--- src/rtl/id_stage_pipe.sv ---
// MIPS instruction-decode stage: register file with write-through, load-use hazard
// detection, immediate/control decode and a one-deep output register with hold/flush.
module id_stage_pipe #(
    parameter int NB_DATA     = 32,
    parameter int NB_REG_ADDR = 5,
    parameter int NB_CNT      = 8
) (
    input  logic                   clk,
    input  logic                   i_rst,
    // upstream
    input  logic                   i_valid,
    input  logic [31:0]            i_instruction,
    input  logic [NB_DATA-1:0]     i_pc4,
    output logic                   o_ready,
    // hazard / flush
    input  logic                   i_ex_mem_read,
    input  logic [NB_REG_ADDR-1:0] i_ex_rt,
    input  logic                   i_flush,
    input  logic                   i_ready,
    // writeback
    input  logic                   i_wb_we,
    input  logic [NB_REG_ADDR-1:0] i_wb_addr,
    input  logic [NB_DATA-1:0]     i_wb_data,
    // decoded data
    output logic                   o_valid,
    output logic [5:0]             o_opcode,
    output logic [5:0]             o_func,
    output logic [4:0]             o_shamt,
    output logic [NB_REG_ADDR-1:0] o_rs,
    output logic [NB_REG_ADDR-1:0] o_rt,
    output logic [NB_REG_ADDR-1:0] o_rd,
    output logic [NB_DATA-1:0]     o_data_a,
    output logic [NB_DATA-1:0]     o_data_b,
    output logic [NB_DATA-1:0]     o_imm,
    output logic [25:0]            o_jaddr,
    output logic [NB_DATA-1:0]     o_pc4,
    // decoded control
    output logic                   o_reg_write,
    output logic                   o_mem_read,
    output logic                   o_mem_write,
    output logic                   o_mem2reg,
    output logic                   o_reg_dst,
    output logic                   o_alu_src,
    output logic                   o_branch,
    output logic                   o_jump,
    output logic [NB_CNT-1:0]      o_stall_cnt
);

    localparam int NREG = 1 << NB_REG_ADDR;

    localparam logic [5:0] OP_RTYPE = 6'h00;
    localparam logic [5:0] OP_J     = 6'h02;
    localparam logic [5:0] OP_JAL   = 6'h03;
    localparam logic [5:0] OP_BEQ   = 6'h04;
    localparam logic [5:0] OP_BNE   = 6'h05;
    localparam logic [5:0] OP_ADDI  = 6'h08;
    localparam logic [5:0] OP_SLTI  = 6'h0A;
    localparam logic [5:0] OP_ANDI  = 6'h0C;
    localparam logic [5:0] OP_ORI   = 6'h0D;
    localparam logic [5:0] OP_XORI  = 6'h0E;
    localparam logic [5:0] OP_LUI   = 6'h0F;
    localparam logic [5:0] OP_LW    = 6'h23;
    localparam logic [5:0] OP_SW    = 6'h2B;
    localparam logic [5:0] FN_JR    = 6'h08;

    typedef struct packed {
        logic reg_write;
        logic mem_read;
        logic mem_write;
        logic mem2reg;
        logic reg_dst;
        logic alu_src;
        logic branch;
        logic jump;
    } ctrl_t;

    // ---------------- instruction fields ----------------
    logic [5:0]             dec_opcode;
    logic [5:0]             dec_func;
    logic [4:0]             dec_shamt;
    logic [NB_REG_ADDR-1:0] dec_rs;
    logic [NB_REG_ADDR-1:0] dec_rt;
    logic [NB_REG_ADDR-1:0] dec_rd;
    logic [25:0]            dec_jaddr;
    logic [15:0]            imm16;
    logic signed [15:0]     imm16_s;

    assign dec_opcode = i_instruction[31:26];
    assign dec_rs     = NB_REG_ADDR'(i_instruction[25:21]);
    assign dec_rt     = NB_REG_ADDR'(i_instruction[20:16]);
    assign dec_rd     = NB_REG_ADDR'(i_instruction[15:11]);
    assign dec_shamt  = i_instruction[10:6];
    assign dec_func   = i_instruction[5:0];
    assign dec_jaddr  = i_instruction[25:0];
    assign imm16      = i_instruction[15:0];
    assign imm16_s    = i_instruction[15:0];

    // ---------------- register file ----------------
    logic [NB_DATA-1:0] rf_q [NREG];
    logic               wb_en;
    logic [NB_DATA-1:0] rd_data_a;
    logic [NB_DATA-1:0] rd_data_b;

    assign wb_en = i_wb_we && (i_wb_addr != '0);

    always_ff @(posedge clk or posedge i_rst) begin
        if (i_rst) begin
            for (int i = 0; i < NREG; i++) begin
                rf_q[i] <= '0;
            end
        end else if (wb_en) begin
            rf_q[i_wb_addr] <= i_wb_data;
        end
    end

    // Write-through lets a writeback in this cycle feed the instruction being decoded.
    assign rd_data_a = (dec_rs == '0) ? '0 :
                       (wb_en && (i_wb_addr == dec_rs)) ? i_wb_data : rf_q[dec_rs];
    assign rd_data_b = (dec_rt == '0) ? '0 :
                       (wb_en && (i_wb_addr == dec_rt)) ? i_wb_data : rf_q[dec_rt];

    // ---------------- immediate and control decode ----------------
    logic [NB_DATA-1:0] dec_imm;
    ctrl_t              dec_ctrl;

    always_comb begin
        case (dec_opcode)
            OP_ANDI, OP_ORI, OP_XORI: dec_imm = NB_DATA'(imm16);
            OP_LUI:                   dec_imm = NB_DATA'({imm16, 16'h0000});
            default:                  dec_imm = NB_DATA'(imm16_s);
        endcase
    end

    always_comb begin
        dec_ctrl = '0;
        case (dec_opcode)
            OP_RTYPE: begin
                dec_ctrl.reg_dst   = 1'b1;
                dec_ctrl.reg_write = (dec_func != FN_JR);
                dec_ctrl.jump      = (dec_func == FN_JR);
            end
            OP_ADDI, OP_ANDI, OP_ORI, OP_XORI, OP_LUI, OP_SLTI: begin
                dec_ctrl.reg_write = 1'b1;
                dec_ctrl.alu_src   = 1'b1;
            end
            OP_LW: begin
                dec_ctrl.reg_write = 1'b1;
                dec_ctrl.alu_src   = 1'b1;
                dec_ctrl.mem_read  = 1'b1;
                dec_ctrl.mem2reg   = 1'b1;
            end
            OP_SW: begin
                dec_ctrl.alu_src   = 1'b1;
                dec_ctrl.mem_write = 1'b1;
            end
            OP_BEQ, OP_BNE: dec_ctrl.branch = 1'b1;
            OP_J:           dec_ctrl.jump   = 1'b1;
            OP_JAL: begin
                dec_ctrl.jump      = 1'b1;
                dec_ctrl.reg_write = 1'b1;
            end
            default: dec_ctrl = '0;
        endcase
    end

    // ---------------- hazard and handshake ----------------
    logic hazard;

    assign hazard  = i_valid && i_ex_mem_read && (i_ex_rt != '0) &&
                     ((i_ex_rt == dec_rs) || (i_ex_rt == dec_rt));
    assign o_ready = i_flush || (i_ready && !hazard);

    // ---------------- output register next state ----------------
    logic                   valid_q,  valid_d;
    logic [5:0]             opcode_q, opcode_d;
    logic [5:0]             func_q,   func_d;
    logic [4:0]             shamt_q,  shamt_d;
    logic [NB_REG_ADDR-1:0] rs_q,     rs_d;
    logic [NB_REG_ADDR-1:0] rt_q,     rt_d;
    logic [NB_REG_ADDR-1:0] rd_q,     rd_d;
    logic [NB_DATA-1:0]     data_a_q, data_a_d;
    logic [NB_DATA-1:0]     data_b_q, data_b_d;
    logic [NB_DATA-1:0]     imm_q,    imm_d;
    logic [25:0]            jaddr_q,  jaddr_d;
    logic [NB_DATA-1:0]     pc4_q,    pc4_d;
    ctrl_t                  ctrl_q,   ctrl_d;
    logic [NB_CNT-1:0]      stall_cnt_q, stall_cnt_d;
    logic                   take_bubble;
    logic                   take_load;

    // Flush beats hold; a hazard only bubbles when EX is able to take the bubble.
    always_comb begin
        take_bubble = 1'b0;
        take_load   = 1'b0;
        stall_cnt_d = stall_cnt_q;
        if (i_flush) begin
            take_bubble = 1'b1;
        end else if (i_ready) begin
            if (hazard) begin
                take_bubble = 1'b1;
                if (stall_cnt_q != '1) begin
                    stall_cnt_d = stall_cnt_q + 1'b1;
                end
            end else if (i_valid) begin
                take_load = 1'b1;
            end else begin
                take_bubble = 1'b1;
            end
        end
    end

    always_comb begin
        valid_d  = valid_q;
        opcode_d = opcode_q;
        func_d   = func_q;
        shamt_d  = shamt_q;
        rs_d     = rs_q;
        rt_d     = rt_q;
        rd_d     = rd_q;
        data_a_d = data_a_q;
        data_b_d = data_b_q;
        imm_d    = imm_q;
        jaddr_d  = jaddr_q;
        pc4_d    = pc4_q;
        ctrl_d   = ctrl_q;
        if (take_bubble) begin
            valid_d  = 1'b0;
            opcode_d = '0;
            func_d   = '0;
            shamt_d  = '0;
            rs_d     = '0;
            rt_d     = '0;
            rd_d     = '0;
            data_a_d = '0;
            data_b_d = '0;
            imm_d    = '0;
            jaddr_d  = '0;
            pc4_d    = '0;
            ctrl_d   = '0;
        end else if (take_load) begin
            valid_d  = 1'b1;
            opcode_d = dec_opcode;
            func_d   = dec_func;
            shamt_d  = dec_shamt;
            rs_d     = dec_rs;
            rt_d     = dec_rt;
            rd_d     = dec_rd;
            data_a_d = rd_data_a;
            data_b_d = rd_data_b;
            imm_d    = dec_imm;
            jaddr_d  = dec_jaddr;
            pc4_d    = i_pc4;
            ctrl_d   = dec_ctrl;
        end
    end

    // ---------------- output register ----------------
    always_ff @(posedge clk or posedge i_rst) begin
        if (i_rst) begin
            valid_q     <= 1'b0;
            opcode_q    <= '0;
            func_q      <= '0;
            shamt_q     <= '0;
            rs_q        <= '0;
            rt_q        <= '0;
            rd_q        <= '0;
            data_a_q    <= '0;
            data_b_q    <= '0;
            imm_q       <= '0;
            jaddr_q     <= '0;
            pc4_q       <= '0;
            ctrl_q      <= '0;
            stall_cnt_q <= '0;
        end else begin
            valid_q     <= valid_d;
            opcode_q    <= opcode_d;
            func_q      <= func_d;
            shamt_q     <= shamt_d;
            rs_q        <= rs_d;
            rt_q        <= rt_d;
            rd_q        <= rd_d;
            data_a_q    <= data_a_d;
            data_b_q    <= data_b_d;
            imm_q       <= imm_d;
            jaddr_q     <= jaddr_d;
            pc4_q       <= pc4_d;
            ctrl_q      <= ctrl_d;
            stall_cnt_q <= stall_cnt_d;
        end
    end

    assign o_valid     = valid_q;
    assign o_opcode    = opcode_q;
    assign o_func      = func_q;
    assign o_shamt     = shamt_q;
    assign o_rs        = rs_q;
    assign o_rt        = rt_q;
    assign o_rd        = rd_q;
    assign o_data_a    = data_a_q;
    assign o_data_b    = data_b_q;
    assign o_imm       = imm_q;
    assign o_jaddr     = jaddr_q;
    assign o_pc4       = pc4_q;
    assign o_reg_write = ctrl_q.reg_write;
    assign o_mem_read  = ctrl_q.mem_read;
    assign o_mem_write = ctrl_q.mem_write;
    assign o_mem2reg   = ctrl_q.mem2reg;
    assign o_reg_dst   = ctrl_q.reg_dst;
    assign o_alu_src   = ctrl_q.alu_src;
    assign o_branch    = ctrl_q.branch;
    assign o_jump      = ctrl_q.jump;
    assign o_stall_cnt = stall_cnt_q;

endmodule

--- config.mk ---
export PLATFORM = sky130hd
export DESIGN_NAME = id_stage_pipe
export DESIGN_NICKNAME = d
export VERILOG_FILES = /design/src/rtl/id_stage_pipe.sv
export SDC_FILE = /design/constraint.sdc
export NUM_CORES = 2
export LEC_CHECK = 0
export ABC_AREA = 1
export CAP_MARGIN = 20
export CORE_ASPECT_RATIO = 1.1
export CORE_MARGIN = 8
export CORE_UTILIZATION = 35
export DETAILED_ROUTE_END_ITERATION = 16
export PLACE_DENSITY = 0.61
export SLEW_MARGIN = 40
export SYNTH_ARGS = -nofsm -noshare
export SYNTH_HDL_FRONTEND = slang
export SYNTH_SLANG_ARGS = --single-unit
--- constraint.sdc ---
create_clock -name clk -period 44.5 [get_ports clk]
set_input_delay 4.45 -clock clk [delete_from_list [all_inputs] [get_ports clk]]
set_output_delay 4.45 -clock clk [all_outputs]
set_load 0.02 [all_outputs]
* Word level (Yosys, flattened, before mapping)
Cells that the tools add are included.
** Storage, ports and cells
- Output and inout port bits :: 204
- Input bits :: 113
- Flip-flop bits (word level) :: 1227
- Logic and storage cells :: 159
** Cells by class
- Reduce and logical (&&, ||, !) cells :: 23
- Magnitude comparators :: 4
- Bitwise logic cells :: 4
- $add $sub $neg :: 1
- Equal/unequal tests :: 19
- Multiplexer cells :: 55
** Operator list (number)
- bitwise mux 1024 bit :: 1
- two-way mux 32 bit :: 17
- binary-select mux 32 bit (select 5 bit) :: 2
- demux 32 bit (select 5 bit) :: 1
- case mux 32 bit (2 select lines) :: 1
- two-way mux 26 bit :: 2
- equality test 6 x 4 -> 1 bit (second input constant) :: 7
- two-way mux 5 bit :: 8
- two-way mux 6 bit :: 4
- equality test 5 bit :: 4
- greater-or-equal comparator 6 bit (second input constant) :: 3
- inverter 5 -> 6 bit :: 3
- two-way mux 8 bit :: 2
- OR reduction 8 bit :: 2
- two-way mux 1 bit :: 15
- equality test 6 x 2 -> 1 bit (second input constant) :: 2
- equality test 6 x 3 -> 1 bit (second input constant) :: 2
- equality test 6 bit (second input constant) :: 2
- logical NOT 5 bit :: 2
- nonzero test 5 bit :: 2
- adder 8 x 1 -> 8 bit (second input constant) :: 1
- logical AND 1 bit :: 8
- != test 8 bit (second input constant) :: 1
- logical NOT 6 bit :: 1
- 10 further kinds :: 13

* Depth between registers and ports, before layout
- Depth after elaboration :: 8
- Mapped depth :: 14
- Gate-level depth less buffers :: 11

* Least setup slack after synthesis
OpenSTA, ideal clock, no wires.
- Path kind :: in2out
- Start point :: input port i_instruction[20]
- End point :: output port o_ready
- Setup slack :: 34.310 ns
- Arrival :: 5.740 ns
- Data required time :: 40.050 ns
- Buffers on the path :: 2
- Cell stages on the path :: 11
- Path through :: buf_4 > inv_2 > nand2_1 > nand2_1 > nor2_1 > nand3_1 > nand2_1 > nand2_1 > clkbuf_1 > nor2_1 > nor2_1
** On the way
- Word-level cells in the longest chain between the ends :: 6
** RTL lines
- start, declared :: RTL line 12 : input logic [31:0] i_instruction,
- equality test 5 bit :: RTL line 170 : ((i_ex_rt == dec_rs) || (i_ex_rt == dec_rt));
- logical OR 1 bit :: RTL line 170
- logical AND 1 bit :: RTL line 169 : assign hazard = i_valid && i_ex_mem_read && (i_ex_rt != '0) &&
- logical NOT 1 bit :: RTL line 171 : assign o_ready = i_flush || (i_ready && !hazard);
- logical AND 1 bit :: RTL line 171
- logical OR 1 bit :: RTL line 171
- end, declared :: RTL line 14 : output logic o_ready,
Every way passes these cells.

* Worst setup path in the final report
- Start point :: input port i_instruction[21]
- End point :: output port o_ready
The elaborated chain is that of the path after synthesis.

==> flow_metrics.py <==
metrics = {
    "floorplan": {
        "die_y_um": 469,
        "die_x_um": 427,
        "core_area_um2": 185000,
        "die-area_um2": 200000,
        "start_util_pct": 35.1,
        "ios": 317,
        "rows": 166,
    },
    "setup_path": {
        "startpoint": "i_instruction[21]",
        "cp-endpoint": "o_ready",
        "worstPathRequired_ps": 40050,
        "cpMaxStageDelayCell": "buf_8",
        "cpPeakStageDelay_ps": 590,
        "crit_path_cell_trace": "buf_8, inv_8, nand2_1, nand2_1, nor2_1, nand3_1, nand2_1, nand2_2, nor2_1, nor2_1, clkdlybuf4s50_1",
        "r2r-start": "o_stall_cnt[0]",
        "arrival_ps": 7480,
        "r2r-end": "o_stall_cnt[3]",
        "worst-setup-path-type": "input pin to primary output",
        "r2r_slack_ps": 42070,
        "endpoint_kind": "primary output",
        "reg2reg_depth": 9,
        "path_max_fanout": 118,
        "start_kind": "input pin",
    },
    "timing": {
        "finalClockSkew_ps": 19.1,
        "max-slew-margin-rel_pct": 34.2,
        "fin_tns_setup_ps": 0,
        "rsz0062_at_grt": "no",
        "period_minus_slack_ps": 11930,
        "hold_viol": 0,
        "maxSlewViolCount": 0,
        "fin_crit_sh_pct": 26.8,
        "worstMarginPinSlew_ps": 987,
        "final-setup-viol-count": 0,
        "fmax_ghz": 0.0839,
    },
    "clocking": {
        "cts_num_sinks": 1200,
        "cts_setup_buffers": 0,
        "root_buffer": "clkbuf_16",
        "cts_tree": "done",
        "cts_hold_buf": 0,
        "cts_made_buffers": 141,
        "cts_resized": 0,
        "htreeDepth": 4,
        "clk_latency_ps": 800,
        "clockBufferDepth": 3,
        "cts.clk_slew.worst_paths_ps": 60,
    },
    "global_routing": {
        "grt_use_total_pct": 25.0,
        "grt_overflow_total": 0,
        "antenna_found_initial": 8,
        "grt_max_degree": 192,
        "grt_first_pass_wirelength_mm": 385,
        "grt_pass1_vias": 60000,
    },
    "drt": {
        "wl_met3_mm": 27.1,
        "met1_length_mm": 102,
        "antenna_left": 0,
        "first_iter_violations": 8129,
        "wl_met2_mm": 114,
        "wl_mm": 258,
        "top_layer": "met5",
        "via_per_inst": 5.56,
        "firstDrtPassIters": 6,
        "wl_per_cell_um": 22.4,
        "vias": 64100,
        "drc_errors": 0,
    },
    "synthesis": {
        "syn_nets": 9323,
        "ys_seq_area_share_pct": 46.1,
        "syn_area_um2": 65200,
        "synth.distinct_cells": 28,
        "ys_ff_latch": 1200,
        "synth_cells": 9209,
        "syn_avg_cell_area_um2": 7.08,
        "yosysWarnings": 0,
    },
    "power": {
        "power_switching_uw": 978,
        "pwr-share-comb_pct": 18.4,
        "switching_share_pct": 31.1,
        "clkPwrFrac_pct": 37.6,
        "p_int_uw": 2170,
        "ir_worst_vdd_mv": 0.0375,
        "finalPower_uw": 3150,
        "leakage_uw": 0.0347,
        "p_seq_share_pct": 44.1,
        "power_density_nw_per_um2": 42.4,
    },
    "job": {
        "max_cap_viol_count": 0,
    },
    "cells_and_area": {
        "drive_gt1_share_pct": 4.68,
        "final_nets": 9087,
        "syn_to_final_growth_pct": 13.8,
    },
    "place": {
        "place.detailed.hpwl_mm": 145,
        "globalplace.congestion": 0.920,
        "port_buffers": 316,
    },
    "run_status": {
        "status": "complete, no violations",
    },
    "worst_hold_path": {
        "min_path_type": "flip-flop to flip-flop",
    },
}
[metrics by stage]
stage	hold WS, ps	utilization (%)	std cells	instance area [um2]	worst slack (ps)
after floorplan	429	-	9209	65200	6240
after global placement	365	37.2	11300	69000	32580
after detailed placement	366	37.4	11300	69400	32660
after CTS	378	39.9	11500	74000	32650
after global routing	384	40.0	11500	74100	32410
final	375	40.0	11500	74200	32570
[synth_stat cells]
| master | count | area (um2) |
|---|---|---|
| clkinv_1 | 2 | 7.51 |
| o311ai_0 | 1 | 8.76 |
| o21ai_1 | 31 | 155 |
| nand3_2 | 2 | 20.0 |
| ha_1 | 1 | 12.5 |
| clkbuf_1 | 483 | 1810 |
| inv_2 | 8 | 30.0 |
| dfrtp_1 | 1200 | 30000 |
| nand3_1 | 908 | 4540 |
| nor3_2 | 8 | 80.1 |
| nor3_1 | 4 | 20.0 |
| xor2_1 | 7 | 61.3 |
| or2_2 | 1 | 6.26 |
| nand2_1 | 3353 | 12600 |
| a21oi_1 | 159 | 796 |
| o211ai_1 | 381 | 2860 |
| nor4_4 | 2 | 42.5 |
| inv_1 | 553 | 2080 |
| nor3_4 | 1 | 16.3 |
| and3_1 | 5 | 31.3 |
| nor2_1 | 497 | 1870 |
| buf_1 | 55 | 206 |
| nand2_2 | 15 | 93.8 |
| o21ai_0 | 1242 | 6220 |
| buf_2 | 231 | 1160 |
| xnor2_1 | 7 | 61.3 |
| buf_4 | 45 | 338 |
| nand4_1 | 7 | 43.8 |
[state kept, by name, summed over array words and instances (netlist names), 5 cells and up]
name,flops
o_data_a,32
o_data_b,32
o_func,5
rf_q,1024
o_imm,32
o_rs,5
o_opcode,6
o_pc4,32
o_stall_cnt,8
[metal layers]
layer,vias to the layer above,GRT usage [%]
met3,818,5.50
met1,30400,32.0
li1,29300,-
met4,4,13.4
met5,-,0
met2,3570,39.5
[logic make-up (layout without fill, tap and decap cells)]
family | after synthesis | count (layout) | synth area share [%]
XOR/XNOR | 14 | 14 | 0.188
AND/OR/NAND/NOR | 4803 | 4803 | 29.7
AO/OA/AOI/OAI | 1814 | 1814 | 15.4
buffers and inverters | 1377 | 1248 | 8.63
flip-flops | 1200 | 1200 | 46.1
other | 0 | 5 | 0
adder cells (fa/ha/maj) | 1 | 1 | 0.0192
[how the worst min path moves through the flow]
stage	startpoint	to	slack (ps)	cells after the start
floorplan	rf_q[1001]	rf_q[1001]	430	1
global placement	rf_q[1005]	rf_q[1005]	370	0
detailed placement	rf_q[1005]	rf_q[1005]	370	0
CTS	rf_q[1001]	rf_q[1001]	380	0
global route	rf_q[1011]	rf_q[1011]	380	0
finish	rf_q[1001]	rf_q[1001]	370	0
[power by group through the flow]
stage	registers (uW)	clock network [uW]	logic, uW
3_3_place_gp	1390	0	553
6_report	1390	1180	578
4_1_cts	1380	1200	573
3_5_place_dp	1400	0	570
2_1_floorplan	1390	0	407
5_1_grt	1410	1240	660
[critical path, delay by kind of cell]
family | cells | cell delay, ps
buf+inv | 3 | 1600
simple gates | 8 | 1340
[cell usage in the layout (no fill, tap or decap), types with 27 or more instances in the layout]
cell,instances
buf_4,72
clkdlybuf4s50_1,306
clkbuf_8,27
nand2_1,3336
buf_6,33
o211ai_1,381
o21ai_0,1242
dfrtp_1,1200
o21ai_1,31
nand3_1,906
clkbuf_16,150
nor2_1,489
a21oi_1,159
clkbuf_1,37
inv_1,524
[cell type report]
| type | instances | area, um2 |
|---|---|---|
| antenna | 5 | 12.5 |
| clock buffer | 213 | 4250 |
| clock inverter | 37 | 403 |
| fill | 19100 | 111000 |
| inverter | 563 | 2160 |
| multi-input combinational | 6632 | 29800 |
| sequential | 1200 | 30000 |
| tap | 2436 | 3050 |
| timing repair buffer | 435 | 4450 |
(Power assumes the default switching activity.)
